==> config.mk <==
export PLATFORM = sky130hd
export DESIGN_NAME = fb_write_arbiter
export DESIGN_NICKNAME = d
export VERILOG_FILES = /design/src/rtl/fb_write_arbiter.sv
export SDC_FILE = /design/constraint.sdc
export NUM_CORES = 1
export LEC_CHECK = 0
export CAP_MARGIN = 15
export CORE_MARGIN = 4
export CORE_UTILIZATION = 39
export DETAILED_ROUTE_END_ITERATION = 7
export HOLD_SLACK_MARGIN = 0.12
export PLACE_DENSITY_LB_ADDON = 0.1
export SYNTH_ARGS = -nofsm -noshare
export SYNTH_HDL_FRONTEND = slang
export SYNTH_SLANG_ARGS = --single-unit
==> constraint.sdc <==
create_clock -name pclk -period 3 [get_ports pclk]
set_clock_uncertainty 0.15 [all_clocks]
set_input_delay 0.6 -clock pclk [delete_from_list [all_inputs] [get_ports pclk]]
set_output_delay 0.6 -clock pclk [all_outputs]
set_load 0.01 [all_outputs]
==> src/rtl/fb_write_arbiter.sv <==
// fb_write_arbiter: round-robin arbiter for two framebuffer write requesters,
// with an optional clear sequencer. The sequencer fills the whole framebuffer
// with CLEAR_COLOR.
// Optional feature macro: FB_ARB_CLEAR_EN (defined -> clear sequencer present).
module fb_write_arbiter #(
  parameter int          PIXEL_COUNT = 307200,
  parameter logic [7:0]  CLEAR_COLOR = 8'h00
) (
  input  logic        pclk,
  input  logic        reset,
  input  logic        req0_valid,
  input  logic [31:0] req0_addr,
  input  logic [7:0]  req0_data,
  output logic        req0_ready,
  input  logic        req1_valid,
  input  logic [31:0] req1_addr,
  input  logic [7:0]  req1_data,
  output logic        req1_ready,
  input  logic        clear_start,
  output logic        clear_busy,
  output logic        clear_done,
  output logic        addr_err,
  output logic        cpu_wr,
  output logic [31:0] cpu_addr,
  output logic [7:0]  cpu_data
);

  typedef enum logic {ARB, CLEAR} state_t;

  localparam logic [31:0] PC32 = 32'(PIXEL_COUNT);

  state_t      state_q, state_d;
  logic        last_grant_q, last_grant_d;
  logic        cpu_wr_q, cpu_wr_d;
  logic [31:0] cpu_addr_q, cpu_addr_d;
  logic [7:0]  cpu_data_q, cpu_data_d;
  logic        addr_err_q, addr_err_d;
  logic        grant0, grant1;
  logic [31:0] sel_addr;
  logic [7:0]  sel_data;

`ifdef FB_ARB_CLEAR_EN
  localparam logic [18:0] LAST_ADDR = 19'(PIXEL_COUNT - 1);
  logic [18:0] cnt_q, cnt_d;
  logic        clear_done_q, clear_done_d;
`else
  logic        unused_clear_start;
  assign unused_clear_start = clear_start;
`endif

  // Round-robin tie-break: last_grant_q==1 means requester 1 won last, so 0 wins a tie
  always_comb begin
    grant0   = req0_valid & (~req1_valid | last_grant_q);
    grant1   = req1_valid & (~req0_valid | ~last_grant_q);
    sel_addr = grant0 ? req0_addr : req1_addr;
    sel_data = grant0 ? req0_data : req1_data;
  end

  // Next-state, readies and registered-output next values
  always_comb begin
    state_d      = state_q;
    last_grant_d = last_grant_q;
    cpu_wr_d     = 1'b0;
    cpu_addr_d   = cpu_addr_q;
    cpu_data_d   = cpu_data_q;
    addr_err_d   = 1'b0;
    req0_ready   = 1'b0;
    req1_ready   = 1'b0;
`ifdef FB_ARB_CLEAR_EN
    cnt_d        = cnt_q;
    clear_done_d = 1'b0;
`endif
    case (state_q)
      ARB: begin
        if (!reset) begin
`ifdef FB_ARB_CLEAR_EN
          if (clear_start) begin
            state_d = CLEAR;
            cnt_d   = '0;
          end else
`endif
          begin
            req0_ready = grant0;
            req1_ready = grant1;
            if (grant0 | grant1) begin
              last_grant_d = grant1;
              // Out-of-range writes are consumed but only flagged, never issued
              if (sel_addr < PC32) begin
                cpu_wr_d   = 1'b1;
                cpu_addr_d = sel_addr;
                cpu_data_d = sel_data;
              end else begin
                addr_err_d = 1'b1;
              end
            end
          end
        end
      end
      CLEAR: begin
`ifdef FB_ARB_CLEAR_EN
        cpu_wr_d   = 1'b1;
        cpu_addr_d = {13'b0, cnt_q};
        cpu_data_d = CLEAR_COLOR;
        // Leaving here makes the last write and clear_done land in the same cycle
        if (cnt_q == LAST_ADDR) begin
          state_d      = ARB;
          clear_done_d = 1'b1;
        end else begin
          cnt_d = cnt_q + 19'd1;
        end
`else
        state_d = ARB;
`endif
      end
      default: state_d = ARB;
    endcase
  end

  // State and output registers with synchronous reset
  always_ff @(posedge pclk) begin
    if (reset) begin
      state_q      <= ARB;
      last_grant_q <= 1'b1;
      cpu_wr_q     <= 1'b0;
      cpu_addr_q   <= '0;
      cpu_data_q   <= '0;
      addr_err_q   <= 1'b0;
    end else begin
      state_q      <= state_d;
      last_grant_q <= last_grant_d;
      cpu_wr_q     <= cpu_wr_d;
      cpu_addr_q   <= cpu_addr_d;
      cpu_data_q   <= cpu_data_d;
      addr_err_q   <= addr_err_d;
    end
  end

`ifdef FB_ARB_CLEAR_EN
  // Clear address counter and completion pulse
  always_ff @(posedge pclk) begin
    if (reset) begin
      cnt_q        <= '0;
      clear_done_q <= 1'b0;
    end else begin
      cnt_q        <= cnt_d;
      clear_done_q <= clear_done_d;
    end
  end

  assign clear_busy = (state_q == CLEAR);
  assign clear_done = clear_done_q;
`else
  assign clear_busy = 1'b0;
  assign clear_done = 1'b0;
`endif

  assign cpu_wr   = cpu_wr_q;
  assign cpu_addr = cpu_addr_q;
  assign cpu_data = cpu_data_q;
  assign addr_err = addr_err_q;

endmodule

# --- After elaboration in Yosys (flattened, before gate mapping) ---
# Cells that the tools add are included.
totals:
  reg_bits: 43
  inputBits: 85
op_classes:
  magnitude_cmp: 1
  muxes: 6
  n_bitwise: 9
  reduce_logical: 2
op_table:
  columns: ["op", "count"]
  rows:
  - ["$lt 32x19->1 const B", 1]
  - ["$mux 32", 1]
  - ["$mux 8", 1]
  - ["$mux 1", 4]
  - ["$not 1->1", 4]
  - ["$or 1x1->1", 3]
  - ["$and 1x1->1", 2]
  - ["$reduce_and 2->1", 1]
  - ["$reduce_or 2->1", 1]

# --- Depth between registers and ports, before layout ---
# Gate-level depths: netlist of the first run.
logic_depth:
  word_depth: 6
  mapped_depth: 8

# --- Worst setup path before layout of the first run ---
# OpenSTA, ideal clock, no wires.
synth_path:
  kind: "input to output"
  startpoint: "input req1_valid"
  endpoint: "output req0_ready"
  arrival_ns: 1.259
  required_ns: 2.250
  slack_ns: 0.991
  cell_stages: 4
  path_buffers: 1
  cell_sequence: "nand2b_1 nand2_2 buf_2 nor2_1"
synth_between:
  elab_chain_cells: 4
synth_lines:
  columns: ["item", "line_no", "rtl"]
  rows:
  - ["start, declared", "15", "input logic req1_valid,"]
  - ["$not 1->1", "53", "grant0 = req0_valid & (~req1_valid | last_grant_q);"]
  - ["$or 1x1->1", "53", null]
  - ["$and 1x1->1", "53", null]
  - ["$mux 1", "75", "if (!reset) begin"]
  - ["end, declared", "14", "output logic req0_ready,"]
# Every way passes these cells.

# --- Worst setup path after layout of the first run ---
# Ends and elaborated chain as after synthesis.

==> summary.md, run 1 <==
| Metric | Value |
|---|---|
| # fillers | between 400 and 500 |
| Clk slew on worst S/H paths | approximately 0.070 ns |
| Worst Min Path Start | cpu_addr[19]$_SDFFE_PP0P_ |
| Worst slew margin | roughly 54% |
| Setup-failing EPs final | 0 |
| Max_cap viols | 0 |
| Total GRT Usage | 17.9% |
| GPL Wtd Cong | 0.720 |
| Count of input and output buffers | around 130 |
| DRC viols | 0 |
| # hold bufs at CTS | 0 |
| Die height | 79.2 um |
| Die area | about 6300 sq um |
| CP Max Fanout | 6 |
| Worst endpoint required time | about 2.3 ns |
| Iter 0 DRT Violations | 53 |
| WHS Path Cells | 1 |
| Post-DP HPWL | roughly 4400 um |
| Routed vias/inst | approximately 4.9 |
| Launching point of the worst reg2reg path | last_grant_q$_SDFFE_PP1N_ |
| Layout area overhead | 71.7% |
| Starting density of the core | approximately two fifths |
| Total design power | 1240 uW |
| Max Freq | about 0.37 GHz |
| Mean area per synthesized cell | between 9 and 10 sq um |
| Post-synthesis sequential area ratio | between 40 and 50% |
| Post-synth top flop | dfxtp_1 |
| Asr flop ratio synth | 0% |
| PD cells | about 370 nW/um^2 |
| Peak VDD IR | around 0.00027 V |
| Syn Inst Count | 198 |
| Total CTS buffers | 5 |
| Least-Margin Pin Slew | 0.692 ns |
| Setup TNS | 0 ns |
| Skew-Pair Late Insertion Delay | between 0.2 and 0.3 ns |
| Crit path DAT | approximately 2 ns |
| Clock sink count | 43 |
| DR vias | about 1900 |
| Row count | 25 |
| # diodes | 0 |
| Worst hold-check path type | reg2reg |
| Placed insts | 385 |
| Layout cells sized above 1 | 9.82% |
| Period minus WS final | between 2 and 3 ns |
| First-pass GRT wire length | between 8000 and 9000 um |
| RSZ-0062 raised after global routing | false |
| Post-route insts no fill | 393 |
| I/O Pins | between 100 and 150 |
| Hold Fails Final Rpt | 0 |
| Type of origin of the critical path | input port |
| CP endpoint | req0_ready |
| Critical path capture point type | output port |
| Outcome | complete, no violations |
| Final ANT Viol Nets | 0 |
| DRT Pass-1 Iters | 4 |
| Reg-to-reg setup timing slack | 1.12 ns |
| CTS tree | yes |
| Reg-to-reg endpoint | cpu_addr[20]$_SDFFE_PP0P_ |
| Slew Limit Fails | 0 |
| Yosys cell types | 35 |
| Core area | between 4000 and 5000 sq um |
| Post-cts repair resize count | 0 |
| Clock buffer depth | 2 |
| Worst setup path class | in2out |
| Pleak | between 0.001 and 0.0015 uW |
| Post-Syn Area | ~2000 sq um |
| Nets@finish | 410 |
| Vias in the first global route | 1883 |
| Synth Register Bits | 43 |
| Post-synth EDFFs | 0 |
| Wire per inst | roughly 14 um |
| Initial antenna violation count | 0 |
| GRT Residual Overflow | 0 |
| Tcrit/Tclk final | around nine tenths |
| H-tree depth | 2 |
| # Post-CTS Setup Buffers | 0 |
| Synth warn | 0 |
| Worst r2r path cells | 6 |
| Die W | 79.2 um |
| Critical path launch point | req1_valid |
| Total Wirelength | 5660 um |
| Root Driver | clkbuf_8 |
| Largest net degree at the start of global routing | 31 |
Yosys cell counts, types with 2 or more instances:
master	number	area share (%)
clkbuf_1	4	0.76
and2_1	13	4.1
o21ai_0	4	1.0
buf_6	5	2.8
buf_4	6	2.3
a21oi_1	29	7.3
o21a_1	2	0.76
nand2_1	6	1.1
nand2b_1	2	0.63
a211oi_2	7	4.4
dfxtp_1	43	44
nor3_1	4	1.0
nor4_1	4	1.3
a211oi_1	19	7.2
mux2i_1	25	13
nor2_1	5	0.95
buf_2	2	0.51
sequential cells by signal, summed over array words and instances, names as in the netlist:
name / cells
cpu_addr: 32
cpu_data: 8
last_grant_q: 1
addr_err: 1
cpu_wr: 1
per-layer routing:
layer	GRT usage, %	share of wire (%)
met5	0	0
met4	5.15	1.0
met3	7.03	12
met2	28.2	44
met1	22.6	43
cell usage in the layout, fill, tap and decap left out, types with 2 or more instances in the layout:
cell,instances
mux2i_1,25
a211oi_1,19
nor4_1,4
nand2_1,6
clkbuf_8,6
and2_1,13
o21ai_0,4
conb_1,2
a211oi_2,7
buf_4,9
nor3_1,4
a21oi_1,29
clkdlybuf4s50_1,127
nand2b_1,2
dfxtp_1,43
nor2_1,5
o21a_1,2
cells by family (layout without fill, tap and decap cells):
group,after synthesis,in the layout,share of synthesized area (%)
other,1,2,0.190
AOI/OAI and AO/OA,68,68,24.9
muxes,25,25,12.7
buffers and inverters,18,145,6.58
and+or+nand+nor,43,43,12.2
DFF,43,43,43.5
power by group:
part           total, uW  switching (uW)  internal, uW
clock                455             185           269
sequential           573            1.15           572
combinational        213            79.5           134
worst max-delay path, stage by stage:
cell             delay (ns)
clkdlybuf4s50_1        0.47
nand2b_1               0.14
nand2_2                0.07
nor2_1                 0.10
clkdlybuf4s50_1        0.59
worst min path at each step:
stage                                     end  slack [ns]
finish              cpu_addr[19]$_SDFFE_PP0P_        0.31
global route        cpu_addr[19]$_SDFFE_PP0P_        0.32
CTS                 cpu_addr[19]$_SDFFE_PP0P_        0.32
detailed placement  cpu_addr[19]$_SDFFE_PP0P_        0.29
global placement    cpu_addr[19]$_SDFFE_PP0P_        0.29
floorplan           cpu_addr[19]$_SDFFE_PP0P_        0.35
cell type report:
class / instances / area [sq um] / share of cell area (%)
repair buffers: 136 / 1340 / 39.4
multi-input cells: 138 / 991 / 29.2
flip-flops and latches: 43 / 861 / 25.4
well taps: 67 / 83.8 / 2.47
clock buffers: 6 / 82.6 / 2.43
clock inverters: 2 / 35.0 / 1.03
inverters: 1 / 3.75 / 0.111
metrics by stage:
stage          utilization, %  hold slack (ns)  worst slack [ns]  cell area, sq um
2_1_floorplan               -            0.349             0.991              1980
3_3_place_gp             68.1            0.292             0.254              3280
3_5_place_dp             68.1            0.293             0.212              3280
4_1_cts                  70.5            0.316             0.255              3400
5_1_grt                  70.5            0.325             0.211              3400
6_report                 70.5            0.310             0.285              3400
Note: power is estimated with default switching activity, not from simulation.
==> inputs of run 2 (changes only) <==
--- a/config.mk
+++ b/config.mk
@@ -7,7 +7,7 @@
 export LEC_CHECK = 0
 export CAP_MARGIN = 15
 export CORE_MARGIN = 4
-export CORE_UTILIZATION = 39
+export CORE_UTILIZATION = 36
 export DETAILED_ROUTE_END_ITERATION = 7
 export HOLD_SLACK_MARGIN = 0.12
 export PLACE_DENSITY_LB_ADDON = 0.1
==> constraint.sdc (replaced) <==
create_clock -name pclk -period 2.6 [get_ports pclk]
set_clock_uncertainty 0.15 [all_clocks]
set_input_delay 0.52 -clock pclk [delete_from_list [all_inputs] [get_ports pclk]]
set_output_delay 0.52 -clock pclk [all_outputs]
set_load 0.01 [all_outputs]
==> summary.md, run 2 (same netlist as run 1, synthesis figures left out) <==
| Metric | Value |
|---|---|
| Outcome | complete, no violations |
| Core area | 5200 sq um (+8.1%) |
| Die area | 6740 sq um (+7.5%) |
| DRC viols | 0 (unchanged) |
| Setup TNS | 0 ns (unchanged) |
| Final ANT Viol Nets | 0 (unchanged) |
| Worst endpoint required time | 1.93 ns (-0.32 ns) |
| CP Max Fanout | 5 (-1) |
| Max_cap viols | 0 (unchanged) |
| Critical path's slowest cell | clkdlybuf4s50_1 |
| # Post-CTS Setup Buffers | 0 (unchanged) |
| Total GRT Usage | 17.5% (-0.44 points) |
| Worst setup path class | in2out |
| Count of input and output buffers | 127 (unchanged) |
| Worst path max stage delay | 0.54 ns (-0.05 ns) |
| Total Wirelength | 6080 um (+7.4%) |
| Total design power | 1530 uW (+23%) |
| DRT Pass-1 Iters | 4 (unchanged) |
| Type of origin of the critical path | input port |
| Die W | 82.1 um (+3.7%) |
| Max reg flops | 32 (unchanged) |
| GRT Residual Overflow | 0 (unchanged) |
| Post-DP HPWL | 4620 um (+4.4%) |
| Crit-path leading delay family | buffers and inverters |
| Clock buffer depth | 2 (unchanged) |
| RSZ-0062 raised after global routing | false |
| CP bufs+invs | 2 (unchanged) |
| Setup-failing EPs final | 0 (unchanged) |
| Commonest non-fill, non-tap cell in the layout | clkdlybuf4s50_1 |
| Wire per inst | 15.4 um (+6.6%) |
| Starting density of the core | 38.0% (-3.1 points) |
| Reg-to-reg setup timing slack | 0.69 ns (-0.43 ns) |
| CP Cell Sequence | clkdlybuf4s50_1 -> and3b_1 -> clkdlybuf4s50_1 |
| Root Driver | clkbuf_8 |
| CTS tree | yes |
| Most frequent cells in the layout | clkdlybuf4s50_1 (125), dfxtp_1 (43), a21oi_1 (28), mux2i_1 (25), a211oi_1 (19) |
| Clk slew on worst S/H paths | 0.09 ns (+0.02 ns) |
| PD cells | 445 nW/um^2 (+22%) |
| Row count | 26 (+4.0%) |
| Max Freq | ~0.41 GHz |
| Routed vias/inst | 4.93 (+0.37%) |
| Die height | 82.1 um (+3.7%) |
| Vias in the first global route | 1910 (+1.4%) |
| Period minus WS final | 2.43 ns |
| Hold Fails Final Rpt | 0 (unchanged) |
| Final core occ | 66.0% (-4.5 points) |
| DP Area | 3290 sq um (+0.50%) |
| Area occupied by multi-input gates | 995 sq um (+0.38%) |
| Layout cells sized above 1 | 10.1% (+0.31 points) |
| Skew-Pair Late Insertion Delay | 0.28 ns (about the same) |
| Crit path DAT | 1.76 ns (-0.20 ns) |
| Worst hold-check path type | reg2reg |
| Nets@finish | 410 (unchanged) |
| # fillers | 462 (+15%) |
| Register area | 861 sq um (unchanged) |
| Placed insts | 388 (+0.78%) |
| GPL Wtd Cong | 0.811 (+13%) |
| # hold bufs at CTS | 0 (unchanged) |
| Iter 0 DRT Violations | 47 (-11%) |
| Fin area | 3440 sq um (+1.2%) |
| Pleak | 0.00126 uW (+1.4%) |
| H-tree depth | 2 (unchanged) |
| Clock sink count | 43 (unchanged) |
| Slew Limit Fails | 0 (unchanged) |
| DR vias | 1954 (+1.1%) |
| I/O Pins | 131 (unchanged) |
| Tcrit/Tclk final | 93.6% |
| Post-route insts no fill | 396 (+0.76%) |
| # diodes | 0 (unchanged) |
| Largest net degree at the start of global routing | 31 (unchanged) |
| First-pass GRT wire length | 9010 um (+0.46%) |
| Critical path capture point type | output port |
| Layout area overhead | 73.7% |
| Total CTS buffers | 5 (unchanged) |
| Initial antenna violation count | 0 (unchanged) |
| CP dominant cell by count | clkdlybuf4s50_1 |
| Peak VDD IR | 0.000299 V (+9.2%) |
==> run 2: layout make-up <==
type	instances	share of cell area (%)
tap	70	2.55
timing repair buffer	136	39.4
inverter	1	0.109
clock inverter	3	1.97
multi-input combinational	138	29.0
clock buffer	5	2.00
sequential	43	25.1
==> run 2: per-layer routing <==
metal / track usage (%) / vias up / share of wire [%]
met3: 6.18 / 4 / 11
met5: 0 / - / 0
li1: - / 981 / -
met1: 20.5 / 892 / 41
met2: 29.9 / 77 / 48
met4: 4.98 / 0 / 0.71
==> run 2: final timing paths <==
kind | endpoint | from | cells after the start
worst max-delay path | req1_ready | req1_valid | 3
worst min-delay path | cpu_addr[31]$_SDFFE_PP0P_ | cpu_addr[31]$_SDFFE_PP0P_ | 1
worst max register to register | cpu_data[6]$_SDFFE_PP0P_ | last_grant_q$_SDFFE_PP1N_ | 7
worst min register to register | cpu_addr[31]$_SDFFE_PP0P_ | cpu_addr[31]$_SDFFE_PP0P_ | 1
==> run 2: timing repair <==
action                                  in CTS  in global routing
gates resized for setup                      1                  2
endpoints found under the setup margin       1                  9
hold endpoints to repair                     0                  0
==> run 2: power breakdown <==
group / switching, uW / total [uW] / internal (uW) / leakage [uW]
sequential: 1.50 / 662 / 660 / 0.000347
clock: 235 / 618 / 383 / 0.0000644
combinational: 95.4 / 250 / 155 / 0.000853
total: 332 / 1530 / 1200 / 0.00126
==> run 2: per-stage QoR <==
step / hold WS, ns / worst slack (ns)
after floorplan: 0.349 / 0.714
after detailed placement: 0.294 / -0.0791
after CTS: 0.319 / 0.0733
after global routing: 0.332 / 0.101
final: 0.312 / 0.165
after global placement: 0.291 / -0.0527
==> inputs of run 3 (changes only) <==
--- a/config.mk
+++ b/config.mk
@@ -9,6 +9,7 @@
 export CORE_MARGIN = 4
 export CORE_UTILIZATION = 36
 export DETAILED_ROUTE_END_ITERATION = 7
+export GPL_ROUTABILITY_DRIVEN = 0
 export HOLD_SLACK_MARGIN = 0.12
 export PLACE_DENSITY_LB_ADDON = 0.1
 export SYNTH_ARGS = -nofsm -noshare
==> results of run 3 <==
Final layout, timing and power as in run 2 (identical DEF).
